$ cat src/rtl/vga_timing_pkg.sv
// Shared VGA 640x480@60 timing constants and the per-axis region encoding.
package vga_timing_pkg;

  localparam int unsigned H_ACTIVE = 640;
  localparam int unsigned H_FRONT  = 16;
  localparam int unsigned H_SYNC   = 96;
  localparam int unsigned H_BACK   = 48;
  localparam int unsigned H_TOTAL  = H_ACTIVE + H_FRONT + H_SYNC + H_BACK;

  localparam int unsigned V_ACTIVE = 480;
  localparam int unsigned V_FRONT  = 10;
  localparam int unsigned V_SYNC   = 2;
  localparam int unsigned V_BACK   = 33;
  localparam int unsigned V_TOTAL  = V_ACTIVE + V_FRONT + V_SYNC + V_BACK;

  // Region encoding doubles as the FSM state; order matches the scan order of one axis.
  typedef enum logic [1:0] {
    REG_ACTIVE = 2'd0,
    REG_FRONT  = 2'd1,
    REG_SYNC   = 2'd2,
    REG_BACK   = 2'd3
  } region_t;

endpackage

$ cat src/rtl/vga_axis_if.sv
// Per-axis timing bundle: advance/resync controls in, position and decoded timing out.
interface vga_axis_if #(
  parameter int unsigned CNT_W = 16
);

  logic             enable_count;
  logic             restart;
  logic [CNT_W-1:0] count;
  logic [1:0]       region;
  logic             sync_out;
  logic             active_video;
  logic             first;
  logic             terminal_tc;

  modport master (
    input  enable_count, restart,
    output count, region, sync_out, active_video, first, terminal_tc
  );

  modport slave (
    output enable_count, restart,
    input  count, region, sync_out, active_video, first, terminal_tc
  );

endinterface

$ cat src/rtl/vga_axis_timing.sv
// Single-axis VGA timing generator; cascade a vertical instance on the horizontal terminal_tc.
module vga_axis_timing
  import vga_timing_pkg::*;
#(
  parameter int unsigned CNT_W    = 16,
  parameter int unsigned ACTIVE   = V_ACTIVE,
  parameter int unsigned FRONT    = V_FRONT,
  parameter int unsigned SYNC     = V_SYNC,
  parameter int unsigned BACK     = V_BACK,
  parameter bit          SYNC_POL = 1'b0
) (
  input  logic      clk_25MHz,
  input  logic      reset,
  vga_axis_if.master axis
);

  localparam int unsigned TOTAL = ACTIVE + FRONT + SYNC + BACK;

  localparam logic [CNT_W-1:0] ACTIVE_END = CNT_W'(ACTIVE - 1);
  localparam logic [CNT_W-1:0] FRONT_END  = CNT_W'(ACTIVE + FRONT - 1);
  localparam logic [CNT_W-1:0] SYNC_END   = CNT_W'(ACTIVE + FRONT + SYNC - 1);
  localparam logic [CNT_W-1:0] LAST       = CNT_W'(TOTAL - 1);

  localparam logic SYNC_ON  = SYNC_POL;
  localparam logic SYNC_OFF = ~SYNC_POL;

  if (longint'(TOTAL) > (longint'(1) << CNT_W)) begin : g_width_check
    $error("vga_axis_timing: TOTAL does not fit in CNT_W bits");
  end

  if (ACTIVE < 1 || FRONT < 1 || SYNC < 1 || BACK < 1) begin : g_segment_check
    $error("vga_axis_timing: every segment length must be at least 1");
  end

  region_t          region_q, region_d;
  logic [CNT_W-1:0] count_q, count_d;
  logic             sync_q, sync_d;
  logic             active_q, active_d;
  logic             first_q, first_d;

  // Outputs are decoded from the next state so they land on the same edge as count.
  always_comb begin
    count_d  = count_q;
    region_d = region_q;
    if (axis.restart) begin
      count_d  = '0;
      region_d = REG_ACTIVE;
    end else if (axis.enable_count) begin
      count_d = (count_q == LAST) ? '0 : count_q + CNT_W'(1);
      unique case (region_q)
        REG_ACTIVE: if (count_q == ACTIVE_END) region_d = REG_FRONT;
        REG_FRONT:  if (count_q == FRONT_END)  region_d = REG_SYNC;
        REG_SYNC:   if (count_q == SYNC_END)   region_d = REG_BACK;
        REG_BACK:   if (count_q == LAST)       region_d = REG_ACTIVE;
      endcase
    end
    sync_d   = (region_d == REG_SYNC) ? SYNC_ON : SYNC_OFF;
    active_d = (region_d == REG_ACTIVE);
    first_d  = (count_d == '0);
  end

  always_ff @(posedge clk_25MHz) begin
    if (reset) begin
      count_q  <= '0;
      region_q <= REG_ACTIVE;
      sync_q   <= SYNC_OFF;
      active_q <= 1'b1;
      first_q  <= 1'b1;
    end else begin
      count_q  <= count_d;
      region_q <= region_d;
      sync_q   <= sync_d;
      active_q <= active_d;
      first_q  <= first_d;
    end
  end

  // Combinational so a cascaded axis advances on the very edge this one wraps.
  assign axis.terminal_tc  = axis.enable_count & (count_q == LAST) & ~axis.restart & ~reset;
  assign axis.count        = count_q;
  assign axis.region       = region_q;
  assign axis.sync_out     = sync_q;
  assign axis.active_video = active_q;
  assign axis.first        = first_q;

endmodule

$ cat src/flat_wrapper.sv
// flat-port wrapper written by rule: the top's interface ports become plain ports
module vga_axis_timing_flat import vga_timing_pkg::*;
#(
  parameter int unsigned CNT_W    = 16,
  parameter int unsigned ACTIVE   = V_ACTIVE,
  parameter int unsigned FRONT    = V_FRONT,
  parameter int unsigned SYNC     = V_SYNC,
  parameter int unsigned BACK     = V_BACK,
  parameter bit          SYNC_POL = 1'b0
)
  (clk_25MHz, reset, axis_enable_count, axis_restart, axis_count, axis_region, axis_sync_out, axis_active_video, axis_first, axis_terminal_tc);
  vga_axis_if #(.CNT_W(CNT_W)) axis_i ();
  input  logic clk_25MHz;
  input  logic reset;
  input wire logic [$bits(axis_i.enable_count)-1:0] axis_enable_count;
  input wire logic [$bits(axis_i.restart)-1:0] axis_restart;
  output wire logic [$bits(axis_i.count)-1:0] axis_count;
  output wire logic [$bits(axis_i.region)-1:0] axis_region;
  output wire logic [$bits(axis_i.sync_out)-1:0] axis_sync_out;
  output wire logic [$bits(axis_i.active_video)-1:0] axis_active_video;
  output wire logic [$bits(axis_i.first)-1:0] axis_first;
  output wire logic [$bits(axis_i.terminal_tc)-1:0] axis_terminal_tc;
  assign axis_i.enable_count = axis_enable_count;
  assign axis_i.restart = axis_restart;
  assign axis_count = axis_i.count;
  assign axis_region = axis_i.region;
  assign axis_sync_out = axis_i.sync_out;
  assign axis_active_video = axis_i.active_video;
  assign axis_first = axis_i.first;
  assign axis_terminal_tc = axis_i.terminal_tc;
  vga_axis_timing #(.CNT_W(CNT_W), .ACTIVE(ACTIVE), .FRONT(FRONT), .SYNC(SYNC), .BACK(BACK), .SYNC_POL(SYNC_POL)) u_core (.clk_25MHz(clk_25MHz), .reset(reset), .axis(axis_i));
endmodule
$ cat config.mk
export PLATFORM = sky130hd
export DESIGN_NAME = vga_axis_timing_flat
export DESIGN_NICKNAME = d
export VERILOG_FILES = /design/src/rtl/vga_timing_pkg.sv /design/src/rtl/vga_axis_if.sv /design/src/rtl/vga_axis_timing.sv /design/src/flat_wrapper.sv
export SDC_FILE = /design/constraint.sdc
export NUM_CORES = 1
export LEC_CHECK = 0
export CAP_MARGIN = 5
export CORE_MARGIN = 3
export CORE_UTILIZATION = 54
export CTS_CLUSTER_DIAMETER = 100
export DETAILED_ROUTE_END_ITERATION = 7
export PLACE_DENSITY_LB_ADDON = 0.25
export SETUP_SLACK_MARGIN = 0.02
export SYNTH_ARGS = -nofsm -noshare
export SYNTH_HDL_FRONTEND = slang
export SYNTH_SLANG_ARGS = --single-unit
$ cat constraint.sdc
create_clock -name clk_25MHz -period 5.8 [get_ports clk_25MHz]
set_clock_uncertainty 0.15 [all_clocks]
set_input_delay 1.16 -clock clk_25MHz [delete_from_list [all_inputs] [get_ports clk_25MHz]]
set_output_delay 1.16 -clock clk_25MHz [all_outputs]
set_load 0.02 [all_outputs]
-- After elaboration in Yosys (flattened, before gate mapping)
Cells that the tools add are included.
- flip-flop bits (word level): 21
- input bits: 4
- output and inout port bits: 22
- logic and storage cells: 33
- add/subtract/negate cells: 1
- equal/unequal tests: 8
- muxes and demuxes: 11
- bitwise operators: 5
- reductions and logical operators: 3
- operators with widths (cell ; number):
    $eq 16x9->1 const B ; 3
    $mux 16 ; 3
    $add 16x1->16 const B ; 1
    $eq 16x10->1 const B ; 1
    $logic_not 16->1 ; 1
    $mux 2 ; 6
    $pmux 2 s4 ; 1
    $eq 2x2->1 const B ; 3
    $logic_not 2->1 ; 2
    $and 1x1->1 ; 3
    $eq 2x1->1 const B ; 1
    $not 1->1 ; 2
    $mux 1 ; 1

-- Logic depth before layout (Yosys ltp)
Gate-level depths: netlist (run 1).
- word-level depth: 7
- depth in mapped cells: 7
- gate-level depth less buffers: 7

-- Worst setup path after synthesis (run 1)
OpenSTA, ideal clock, no wires.
- kind: input-to-output
- start: input port axis_enable_count
- end: output port axis_terminal_tc
- arrival: 2.773 ns
- required time: 4.490 ns
- slack: 1.717 ns
- stages on the path: 4
- buffers on the path: 0
- cells stage by stage: or4bb_1 or2_4 or3_4 nor3_1
- word-level cells in the longest chain between the ends: 3
- RTL lines (what ; RTL line ; source):
    start: declaration ; flat_wrapper.sv:15 ; input wire logic [$bits(axis_i.enable_count)-1:0] axis_enable_count;
    $and 1x1->1 (3 in series) ; vga_axis_timing.sv:79 ; assign axis.terminal_tc = axis.enable_count & (count_q == LAST) & ~axis.restart & ~reset;
    end: declaration ; flat_wrapper.sv:22 ; output wire logic [$bits(axis_i.terminal_tc)-1:0] axis_terminal_tc;
No other way between the ends.

-- Final worst setup path (run 1)
Ends and elaborated chain as after synthesis.

==> flow_summary.ini, run 1 <==
[floorplanning]
core_area_um2 = 2250
die_h_um = 55.0
rows = 17
die_w_um = 55.0
start_util = 0.575
dieArea_um2 = 3030
num_io_pins = 26

[finish]
area_delta_synth_final_pct = 19.0
drive_above_1_share = 0.0994
final_area_um2 = 1540
nets = 179
n_fill_cell = 197
antennaDiodeCount = 0

[logic_synthesis]
synth_edf_count = 0
syn_nets = 159
ys_seq_area_frac = 0.324
yosys_register_bits = 21
ys.flop_type = dfxtp_1
syn_inst = 152
synth_top_cell_area_share = 0.324
yosysWarnings = 0
yosys.area.top_type = dfxtp_1
ys_async_sr_fraction = 0
syn_area_um2 = 1300
syn_area_per_cell_um2 = 8.54
synth_cell_types = 48
synthTopCellsByArea = dfxtp_1 (32%), xnor2_1 (7.4%), nor2_1 (6.7%)

[power_and_ir_drop]
peakVddDrop_uv = 107
p_int_mw = 0.180
leakagePower_nw = 0.521
switchingPower_mw = 0.0517
power.share.switching = 0.223
p_clk_frac = 0.295
seqPwrFrac = 0.632
pwr-share-comb = 0.072
power.density_nw_per_um2 = 150

[clocking]
clk_path_buf_depth = 2
cts_resized = 0
root_buffer = clkbuf_4
clk_latency_ns = 0.29
hold_buffers = 0
cts_max_level = 1
clk_pin_slew_ns = 0.11
postCtsSetupBuffers = 0
numCtsBuffers = 3
cts_tree = yes
clock-sinks = 21

[grt]
grt_use_met3 = 0.0322
grt-busiest-layer = met2
grt_pass1_wl_mm = 4.57
met1_usage = 0.287
antenna_found_initial = 0
grt_max_degree = 16
track_usage = 0.208
grt_overflow_total = 0
grt_util_met2 = 0.321
grt_pass1_vias = 1019

[sta]
post-route-period-util = 0.847
period_minus_slack_ns = 4.91
tns_ns = 0
relSlewSlack = 0.694
max_freq_mhz = 203
rsz0062_at_grt = no
drv_slew = 0
worst_slew_pin_slew_ns = 0.459
hold_violations = 0
finalSetupViolCount = 0

[drt]
ant_nets = 0
drtIter0Drc = 38
drc = 0
drt_wl_total_mm = 2.85
drt_pass1_iterations = 4
vias = 1197
avgViaCountPerCell = 6.02
wl_per_cell_um = 14.3

[critical_path]
crit_top_cell = clkdlybuf4s50_1
crit_path_top_delay_cell = clkdlybuf4s50_1
path_buf_inv = 2
critPathArrivalTime_ns = 3.60
crit_chain = clkdlybuf4s50_1 -> or4bb_1 -> or2_4 -> or3_4 -> nor3_1 -> clkdlybuf4s50_1
criticalPathCategory = in2out
slowest_delay_ns = 0.62
crit_path_start_kind = input pin
critPathCaptureType = output pin
worstPathMaxFanout = 4
required_ns = 4.49
critPathTopFamily = simple AND/OR/NAND/NOR gates

[placement]
dp_hpwl_mm = 2.11
dpl_cell_area_um2 = 1520
gp_congestion = 0.865
portBuffers = 25

[min_path]
hold_class = reg2reg

[flow_run]
maxCapViolations = 0

[run_status]
status = complete, no violations
power by group through the flow:
| stage | clock [mW] | sequential [mW] | combinational (mW) |
|---|---|---|---|
| after global routing | 0.0777 | 0.147 | 0.0185 |
| final | 0.0684 | 0.146 | 0.0167 |
| after CTS | 0.0720 | 0.146 | 0.0168 |
| after detailed placement | 0 | 0.150 | 0.0167 |
| after global placement | 0 | 0.150 | 0.0162 |
| after floorplan | 0 | 0.151 | 0.00983 |
cell type report:
class | instances | area (um^2) | share of cell area
multi-input cells | 116 | 790 | 0.511
flip-flops and latches | 21 | 420 | 0.272
repair buffers | 26 | 258 | 0.167
well taps | 28 | 35.0 | 0.0227
clock buffers | 4 | 26.3 | 0.0170
inverters | 4 | 15.0 | 0.00972
sequential cells by signal, indices dropped and copies added, names as in the netlist:
name and count:
u_core.axis.active_video 1, u_core.axis.region 2, u_core.axis.count 16, u_core.axis.sync_out 1, u_core.axis.first 1
cell families after synthesis:
group | share of synthesized area
AO/OA/AOI/OAI | 0.0916
XOR/XNOR | 0.122
AND/OR/NAND/NOR | 0.343
flip-flops | 0.324
adder cells (fa/ha/maj) | 0.0289
multiplexers | 0.0231
buffers and inverters | 0.0675
metal layers:
metal | vias to the layer above | wire length (um)
met1 | 555 | 1340
met4 | 0 | 27
met5 | - | 0
li1 | 588 | -
met2 | 48 | 1280
met3 | 6 | 203
cells in the mapped netlist, drive strengths merged, types with 2 or more instances:
cell type,n
nand3,5
nand2,9
clkbuf,6
xor2,7
xnor2,11
inv,4
nor4,5
mux2i,3
and3,5
or4,2
a21o,2
buf,5
nand4,10
ha,3
nor2,23
dfxtp,21
or3,3
nor3,9
through the flow:
stage	hold WS [ns]	std cells	worst slack (ns)	power (mW)	utilization
2_1_floorplan	0.499	152	1.72	0.160	-
5_1_grt	0.517	199	0.801	0.243	0.685
3_5_place_dp	0.451	195	0.892	0.166	0.673
3_3_place_gp	0.446	195	0.906	0.166	0.673
4_1_cts	0.471	199	0.893	0.235	0.685
6_report	0.467	199	0.885	0.231	0.685
placed cells by master, fill, tap and decap left out, drive strengths merged, types with 2 or more instances in the layout:
master	n
dfxtp	21
or3	3
nand4	10
nor4	5
nor3	9
or4	2
nor2	23
inv	4
xor2	7
xnor2	11
ha	3
and3	5
mux2i	3
clkbuf	4
clkdlybuf4s50	25
nand2	9
a21o	2
nand3	5
worst reg2reg max path, stage by stage, from the launching register on:
cell	delay, ns
dfxtp_1	0.54
ha_1	0.37
nand4_1	0.27
or4b_1	0.54
a21o_1	0.16
a311oi_1	0.31
a21o_2	0.18
path summary, 6_finish.rpt:
kind | slack [ns] | startpoint | endpoint | depth (start not counted)
max | 0.89 | axis_enable_count | axis_terminal_tc | 6
min | 0.47 | u_core.axis.count[1] | u_core.axis.count[1] | 2
max reg2reg | 3.24 | u_core.axis.count[0] | u_core.axis.first | 6
min reg2reg | 0.47 | u_core.axis.count[1] | u_core.axis.count[1] | 2
Note: power is estimated with default switching activity, not from simulation.
==> run 2, diff against run 1 <==
--- a/config.mk
+++ b/config.mk
@@ -7,7 +7,7 @@
 export LEC_CHECK = 0
 export CAP_MARGIN = 5
 export CORE_MARGIN = 3
-export CORE_UTILIZATION = 54
+export CORE_UTILIZATION = 51
 export CTS_CLUSTER_DIAMETER = 100
 export DETAILED_ROUTE_END_ITERATION = 7
 export PLACE_DENSITY_LB_ADDON = 0.25
==> constraint.sdc (replaced) <==
create_clock -name clk_25MHz -period 4.6 [get_ports clk_25MHz]
set_clock_uncertainty 0.15 [all_clocks]
set_input_delay 0.92 -clock clk_25MHz [delete_from_list [all_inputs] [get_ports clk_25MHz]]
set_output_delay 0.92 -clock clk_25MHz [all_outputs]
set_load 0.02 [all_outputs]
==> run 2 against run 1 <==
Compared with the run above:
- global-route usage shrank 2.6 points
- sequential cell count unchanged
- first-iteration DRC count is 26% higher
- hold slack gained 0.0054 ns
- combinational power rose by 26%
- register-to-register slack lost 1.2 ns
- routed wire length decreased by 0.95%
- final cell count is the same
- core utilization is 1.9 points lower
==> flow_summary.ini, run 2 (synthesis results as in run 1) <==
[sta]
worst_slew_pin_slew_ns = 0.500
max_freq_mhz = 225
period_minus_slack_ns = 4.45
relSlewSlack = 0.664
finalSetupViolCount = 0
hold_violations = 0
post-route-period-util = 0.967
drv_slew = 0
rsz0062_at_grt = no
tns_ns = 0

[power_and_ir_drop]
total_power_mw = 0.295
power.share.switching = 0.232
seqPwrFrac = 0.626
p_int_mw = 0.227
peakVddDrop_uv = 113
pwr-share-comb = 0.071
switchingPower_mw = 0.0684
power.density_nw_per_um2 = 191
p_clk_frac = 0.303
leakagePower_nw = 0.521

[finish]
largest_reg_flops = 16
post-route-util = 0.666
area_delta_synth_final_pct = 19.0
drive_above_1_share = 0.0994
layout_common_cells = clkdlybuf4s50_1 (25), nor2_1 (23), dfxtp_1 (21)
antennaDiodeCount = 0
final_common_cell = clkdlybuf4s50_1
nets = 179

[floorplanning]
dieArea_um2 = 3190
core_area_um2 = 2320
die_w_um = 56.4
num_io_pins = 26
die_h_um = 56.4
rows = 17
start_util = 0.560

[grt]
track_usage = 0.182
grt_pass1_wl_mm = 4.84
grt_max_degree = 16
antenna_found_initial = 0
grt_pass1_vias = 1104
grt_overflow_total = 0

[clocking]
clock-sinks = 21
clk_latency_ns = 0.30
numCtsBuffers = 3
cts_max_level = 1
hold_buffers = 0
postCtsSetupBuffers = 0
cts_resized = 0
clk_pin_slew_ns = 0.11
cts_tree = yes
clk_path_buf_depth = 2
root_buffer = clkbuf_4

[critical_path]
critPathCaptureType = output pin
reg2reg_from = u_core.axis.count[0]
startpoint = axis_enable_count
criticalPathCategory = in2out
worstPathMaxFanout = 4
required_ns = 3.53
crit_path_start_kind = input pin
critPathArrivalTime_ns = 3.38

[placement]
gp_congestion = 0.856
dp_hpwl_mm = 2.12
portBuffers = 25

[flow_run]
maxCapViolations = 0

[min_path]
hold_class = reg2reg
hold_start = u_core.axis.count[1]

[run_status]
status = complete, no violations

[drt]
drt_pass1_iterations = 5
drc = 0
ant_nets = 0
drtIter0Drc = 48
avgViaCountPerCell = 6.03
wl_per_cell_um = 14.2
drt_wl_total_mm = 2.83
vias = 1200
## run 2: final timing paths
check / endpoint / slack, ns / depth (start not counted)
worst max-delay path: axis_terminal_tc / 0.15 / 6
worst min-delay path: u_core.axis.count[1] / 0.47 / 2
worst max register to register: u_core.axis.first / 2.09 / 6
worst min register to register: u_core.axis.count[1] / 0.47 / 2
## run 2: per-layer routing
metal	routed length (um)	part of all wire	track usage	vias to the layer above
li1	-	-	-	581
met4	42	0.015	0.0475	0
met3	227	0.080	0.0368	6
met1	1300	0.46	0.243	556
met2	1260	0.44	0.297	57
met5	0	0	0	-
## run 2: worst max-delay path, stage by stage
cell             delay, ns
clkdlybuf4s50_1       0.50
or4bb_1               0.53
or2_4                 0.27
or3_4                 0.40
nor3_1                0.15
clkdlybuf4s50_1       0.63
## run 2: layout make-up
cell class,instances,area [um^2]
clock buffer,4,26.3
fill,199,774
inverter,4,15.0
multi-input combinational,116,790
sequential,21,420
tap,28,35.0
timing repair buffer,26,258
## run 2: stage by stage
step | instance area, um^2 | hold WS (ns) | setup WS, ns | std cells
2_1_floorplan | 1300 | 0.499 | 0.997 | 152
3_3_place_gp | 1520 | 0.449 | 0.182 | 195
3_5_place_dp | 1520 | 0.454 | 0.145 | 195
4_1_cts | 1540 | 0.478 | 0.146 | 199
5_1_grt | 1540 | 0.519 | 0.104 | 199
6_report | 1540 | 0.472 | 0.151 | 199
## run 2: power groups by stage
| stage | Sequential, mW | Clock (mW) | Combinational, mW |
|---|---|---|---|
| after global placement | 0.189 | 0 | 0.0206 |
| after global routing | 0.185 | 0.0990 | 0.0229 |
| after floorplan | 0.190 | 0 | 0.0124 |
| after CTS | 0.185 | 0.0895 | 0.0211 |
| final | 0.185 | 0.0895 | 0.0210 |
| after detailed placement | 0.189 | 0 | 0.0209 |
